**src/rtl/nmos_enc_pkg.sv**
```systemverilog
// rtl/nmos_enc_pkg.sv - drive-code encoding shared by the NMOS net, pad and transistor models
package nmos_enc_pkg;

    localparam int W = 2;

    typedef logic [W-1:0] enc_t;

    localparam enc_t ENC_Z = 2'b00;
    localparam enc_t ENC_0 = 2'b01;
    localparam enc_t ENC_1 = 2'b10;
    localparam enc_t ENC_X = 2'b11;

    function automatic logic is_legal_drive(input enc_t code);
        return (code == ENC_0) || (code == ENC_1);
    endfunction

endpackage

```
**src/rtl/net_node_n_if.sv**
```systemverilog
// rtl/net_node_n_if.sv - driver codes in, resolved net value and status flags out
interface net_node_n_if #(
    parameter int NIN = 2
);
    import nmos_enc_pkg::*;

    logic             en;
    logic [W*NIN-1:0] in;
    enc_t             out;
    logic             contention;
    logic             illegal;
    logic             floating;
    logic             changed;

    modport master (
        output en, in,
        input  out, contention, illegal, floating, changed
    );

    modport slave (
        input  en, in,
        output out, contention, illegal, floating, changed
    );

endinterface

```
**src/rtl/net_resolve.sv**
```systemverilog
// rtl/net_resolve.sv - combinational summary of every driver code attached to one net
module net_resolve
    import nmos_enc_pkg::*;
#(
    parameter int NIN = 2
) (
    input  logic [W*NIN-1:0] codes,
    output logic             any0,
    output logic             any1,
    output logic             anyx,
    output logic             none
);

    logic legal;

    always_comb begin
        any0  = 1'b0;
        any1  = 1'b0;
        anyx  = 1'b0;
        legal = 1'b0;
        for (int k = 0; k < NIN; k++) begin
            any0  = any0  | (codes[W*k +: W] == ENC_0);
            any1  = any1  | (codes[W*k +: W] == ENC_1);
            anyx  = anyx  | (codes[W*k +: W] == ENC_X);
            legal = legal | is_legal_drive(codes[W*k +: W]);
        end
        none = ~legal;
    end

endmodule

```
**src/rtl/net_node_n.sv**
```systemverilog
// rtl/net_node_n.sv - registered net resolver: pull-down dominance, charge retention with leakage
module net_node_n
    import nmos_enc_pkg::*;
#(
    parameter int   NIN       = 2,
    parameter int   DECAY     = 0,
    parameter enc_t DECAY_VAL = 2'b01,
    parameter enc_t RST_VAL   = 2'b01
) (
    input  logic         eclk,
    input  logic         erst,
    net_node_n_if.slave  bus
);

    localparam int CW = (DECAY == 0) ? 1 : $clog2(DECAY + 1);
    localparam logic [CW-1:0] CNT_MAX = CW'(DECAY);

    logic          any0, any1, anyx, none;
    logic [CW-1:0] cnt, cnt_inc, cnt_nxt;
    enc_t          out_q, nxt;
    logic          contention_q, illegal_q, floating_q, changed_q;

    net_resolve #(.NIN(NIN)) u_resolve (
        .codes (bus.in),
        .any0  (any0),
        .any1  (any1),
        .anyx  (anyx),
        .none  (none)
    );

    always_comb begin
        cnt_inc = (cnt == CNT_MAX) ? cnt : cnt + 1'b1;
        cnt_nxt = '0;
        nxt     = out_q;
        if (any0) begin
            nxt = ENC_0;
        end else if (any1) begin
            nxt = ENC_1;
        end else begin
            // Undriven: keep stored charge until the leakage count runs out
            cnt_nxt = cnt_inc;
            if ((DECAY != 0) && (cnt_inc == CNT_MAX))
                nxt = DECAY_VAL;
        end
    end

    always_ff @(posedge eclk or posedge erst) begin
        if (erst) begin
            out_q        <= RST_VAL;
            contention_q <= 1'b0;
            illegal_q    <= 1'b0;
            floating_q   <= 1'b0;
            changed_q    <= 1'b0;
            cnt          <= '0;
        end else if (bus.en) begin
            out_q        <= nxt;
            contention_q <= any0 & any1;
            illegal_q    <= anyx;
            floating_q   <= none;
            changed_q    <= (nxt != out_q);
            cnt          <= cnt_nxt;
        end else begin
            changed_q    <= 1'b0;
        end
    end

    assign bus.out        = out_q;
    assign bus.contention = contention_q;
    assign bus.illegal    = illegal_q;
    assign bus.floating   = floating_q;
    assign bus.changed    = changed_q;

endmodule

```
**src/flat_wrapper.sv**
```systemverilog
// flat-port wrapper written by rule: the top's interface ports become plain ports
module net_node_n_flat import nmos_enc_pkg::*;
#(
    parameter int   NIN       = 2,
    parameter int   DECAY     = 0,
    parameter enc_t DECAY_VAL = 2'b01,
    parameter enc_t RST_VAL   = 2'b01
)
  (eclk, erst, bus_en, bus_in, bus_out, bus_contention, bus_illegal, bus_floating, bus_changed);
  net_node_n_if #(.NIN(NIN)) bus_i ();
  input  logic eclk;
  input  logic erst;
  input wire logic [$bits(bus_i.en)-1:0] bus_en;
  input wire logic [$bits(bus_i.in)-1:0] bus_in;
  output wire logic [$bits(bus_i.out)-1:0] bus_out;
  output wire logic [$bits(bus_i.contention)-1:0] bus_contention;
  output wire logic [$bits(bus_i.illegal)-1:0] bus_illegal;
  output wire logic [$bits(bus_i.floating)-1:0] bus_floating;
  output wire logic [$bits(bus_i.changed)-1:0] bus_changed;
  assign bus_i.en = bus_en;
  assign bus_i.in = bus_in;
  assign bus_out = bus_i.out;
  assign bus_contention = bus_i.contention;
  assign bus_illegal = bus_i.illegal;
  assign bus_floating = bus_i.floating;
  assign bus_changed = bus_i.changed;
  net_node_n #(.NIN(NIN), .DECAY(DECAY), .DECAY_VAL(DECAY_VAL), .RST_VAL(RST_VAL)) u_core (.eclk(eclk), .erst(erst), .bus(bus_i));
endmodule
```
**config.mk**
```make
export PLATFORM = sky130hd
export DESIGN_NAME = net_node_n_flat
export DESIGN_NICKNAME = d
export VERILOG_FILES = /design/src/rtl/nmos_enc_pkg.sv /design/src/rtl/net_node_n_if.sv /design/src/rtl/net_resolve.sv /design/src/rtl/net_node_n.sv /design/src/flat_wrapper.sv
export SDC_FILE = /design/constraint.sdc
export NUM_CORES = 1
export LEC_CHECK = 0
export BUFFER_PORTS_ARGS = -buffer_cell sky130_fd_sc_hd__buf_2
export CORE_AREA = 4 4 41 43
export DETAILED_ROUTE_END_ITERATION = 12
export DIE_AREA = 0 0 45 47
export HOLD_SLACK_MARGIN = 0.06
export PLACE_DENSITY = 0.46
export SYNTH_ARGS = -nofsm -noshare
export SYNTH_HDL_FRONTEND = slang
export SYNTH_SLANG_ARGS = --single-unit
```
**constraint.sdc**
```tcl
create_clock -name eclk -period 2.55 [get_ports eclk]
set_input_delay 0.1275 -clock eclk [delete_from_list [all_inputs] [get_ports eclk]]
set_output_delay 0.1275 -clock eclk [all_outputs]
set_load 0.03 [all_outputs]
```
==> flow_summary.toml <==
[run_status]
status = "complete, no violations"

[critical_path]
cp_top_family = "flip-flops"
path_cells = "buf_2"
cp-start-kind = "register"
cp_slowest_cell = "dfstp_2"
crit_path_end_kind = "output pin"
worstPathRequired_ns = 2.42
slowest_delay_ns = 0.55
crit_arrival_ns = 0.98
worstSetupPathType = "register to output pin"
critPathMaxFanout = 4
cp_num_buf_inv = 1

[placed_design]
place_inst = 64
hpwl_um = 534
place_ws_ns = 1.63
gp_congestion = 0.681
portBuffers = 12

[sta]
setup_tns_ns = 0
skew_ns = 0.00448
setup_viol = 0
post-route-period-util = 0.435
tightest_slew_ns = 0.240
finalWorstSetupSlack_ns = 1.44
hold_viol_final = 0
slew_headroom = 0.840
slew_viol_final = 0
fmax_mhz = 902
rsz0062_at_grt = "false"
period_needed_ns = 1.11

[power]
pwr-share-comb = 0.262
peakVddDrop_mv = 0.183
clkPwrFrac = 0.332
total_leakage_power_nw = 0.256
intPower_mw = 0.194
p_seq_frac = 0.406
power_switching_mw = 0.0901
p_per_area_mw_per_mm2 = 613
p_sw_frac = 0.318

[global_routing]
antenna_found_initial = 0
grt-ovfl-total = 0
grt_max_degree = 10
grt_pass1_wl_um = 1150
track_usage = 0.0802
grt_pass1_vias = 292

[yosys]
synth.avg_cell_area_um2 = 9.40
ys_types = 14
yosys_warnings = 0
yosysTopAreaCellShare = 0.360
synthesis.area_um2 = 348
ys_seq_area_frac = 0.435
synth_seq_cells = 6
synth.area.top_cells = "dfrtp_1 (36%), ha_1 (22%), inv_1 (8.6%)"
syn_nets = 50
synth_area_leader_cell = "dfrtp_1"
syn_inst = 37

[floorplanning]
die_y_um = 47
ios = 13
rows = 13
dieArea_mm2 = 0.00212
die_w_um = 45
start_util = 0.267
core_mm2 = 0.00130

[route]
drt-total-wl_um = 661
via_per_inst = 4.32
routedWlPerCell_um = 9.58
num_vias = 298
drt-pass1-iter-count = 2
ant_nets = 0
drc = 0
drtIter0Drc = 3

[cells_and_area]
diodes = 0
area_growth_syn_to_layout_pct = 33.1
mostFrequentLayoutCells = "buf_2 (12), inv_1 (8), ha_1 (6), dfrtp_1 (5), o21ai_1 (4)"
layout_commonest_cell = "buf_2"
fin_cells = 69
final_layout_size_suffix_gt1_frac = 0.315
nNetsFinal = 68

[cts]
clk_pin_slew_ns = 0.05
cts_buffers = 3
post_cts_resized = 0
clock_latency_ns = 0.24
cts_max_level = 1
cts-root-buf = "clkbuf_4"
cts_tree = "done"
clkSinkCount = 6
cts_buffer_depth = 2

[hold_path]
hp-class = "input port to register"

[flow_run]
cap_violations = 0
[metrics by stage]
stage / total power, mW / utilization / cell area [um^2] / hold WS, ns
after global routing: 0.308 / 0.356 / 463 / 0.178
after global placement: 0.191 / 0.328 / 427 / 0.0573
final: 0.284 / 0.356 / 463 / 0.178
after CTS: 0.289 / 0.356 / 463 / 0.176
after floorplan: 0.166 / - / 348 / -0.0823
after detailed placement: 0.191 / 0.328 / 427 / 0.0579
[area by class of cell]
type / instances / area (um^2)
clock buffer: 4 / 26.3
fill: 152 / 838
inverter: 8 / 30.0
multi-input combinational: 23 / 166
sequential: 6 / 151
tap: 15 / 18.8
timing repair buffer: 13 / 70.1
[synth_stat cells]
cell	n
nand2_1	2
nand3_1	1
inv_1	8
o22ai_1	1
a21boi_1	1
ha_1	6
a21oi_1	2
o21ai_2	1
o21ai_1	4
dfrtp_1	5
dfstp_2	1
o221ai_1	1
nor2_1	3
nand2b_1	1
[power by group through the flow]
stage          logic, mW  clock network, mW  registers (mW)
2_1_floorplan     0.0252                  0           0.141
3_3_place_gp      0.0745                  0           0.117
3_5_place_dp      0.0739                  0           0.117
4_1_cts           0.0756             0.0978           0.116
5_1_grt           0.0825              0.108           0.118
6_report          0.0743             0.0940           0.115
[state kept, by name, summed over array words and instances, names as in the netlist]
register               flops
u_core.bus.out             2
u_core.bus.changed         1
u_core.bus.contention      1
u_core.bus.floating        1
u_core.bus.illegal         1
[layer usage]
layer | vias to the layer above | routed length [um] | global-route usage
li1 | 156 | - | -
met1 | 130 | 308 | 0.0924
met2 | 10 | 283 | 0.121
met3 | 2 | 49 | 0.0115
met4 | 0 | 19 | 0.0877
met5 | - | 0 | 0
[what timing repair did]
action / in CTS / in global routing
endpoints found under the hold margin: 6 / 0
hold buffers: 1 / 0
setup buffers: 0 / 0
[logic make-up (layout without fill, tap and decap cells)]
group                    Yosys count  after routing  synth area share
AO/OA/AOI/OAI                     10             10             0.176
adder cells (fa/ha/maj)            6              6             0.216
buffers and inverters              8             25            0.0863
flip-flops                         6              6             0.435
AND/OR/NAND/NOR                    7              7            0.0863
[worst paths after layout]
| path | from | to | slack (ns) | cells past startpoint |
|---|---|---|---|---|
| setup / recovery | u_core.bus.out[0] | bus_out[0] | 1.44 | 1 |
| hold / removal | bus_en | u_core.bus.contention | 0.18 | 2 |
| setup reg to reg | u_core.bus.out[0] | u_core.bus.changed | 1.67 | 3 |
| hold reg to reg | u_core.bus.out[0] | u_core.bus.out[0] | 0.48 | 2 |
| max in group asynchronous | erst | u_core.bus.out[0] | 1.95 | 3 |
| min in group asynchronous | erst | u_core.bus.floating | 0.34 | 3 |
Note: power is estimated with default switching activity, not from simulation.
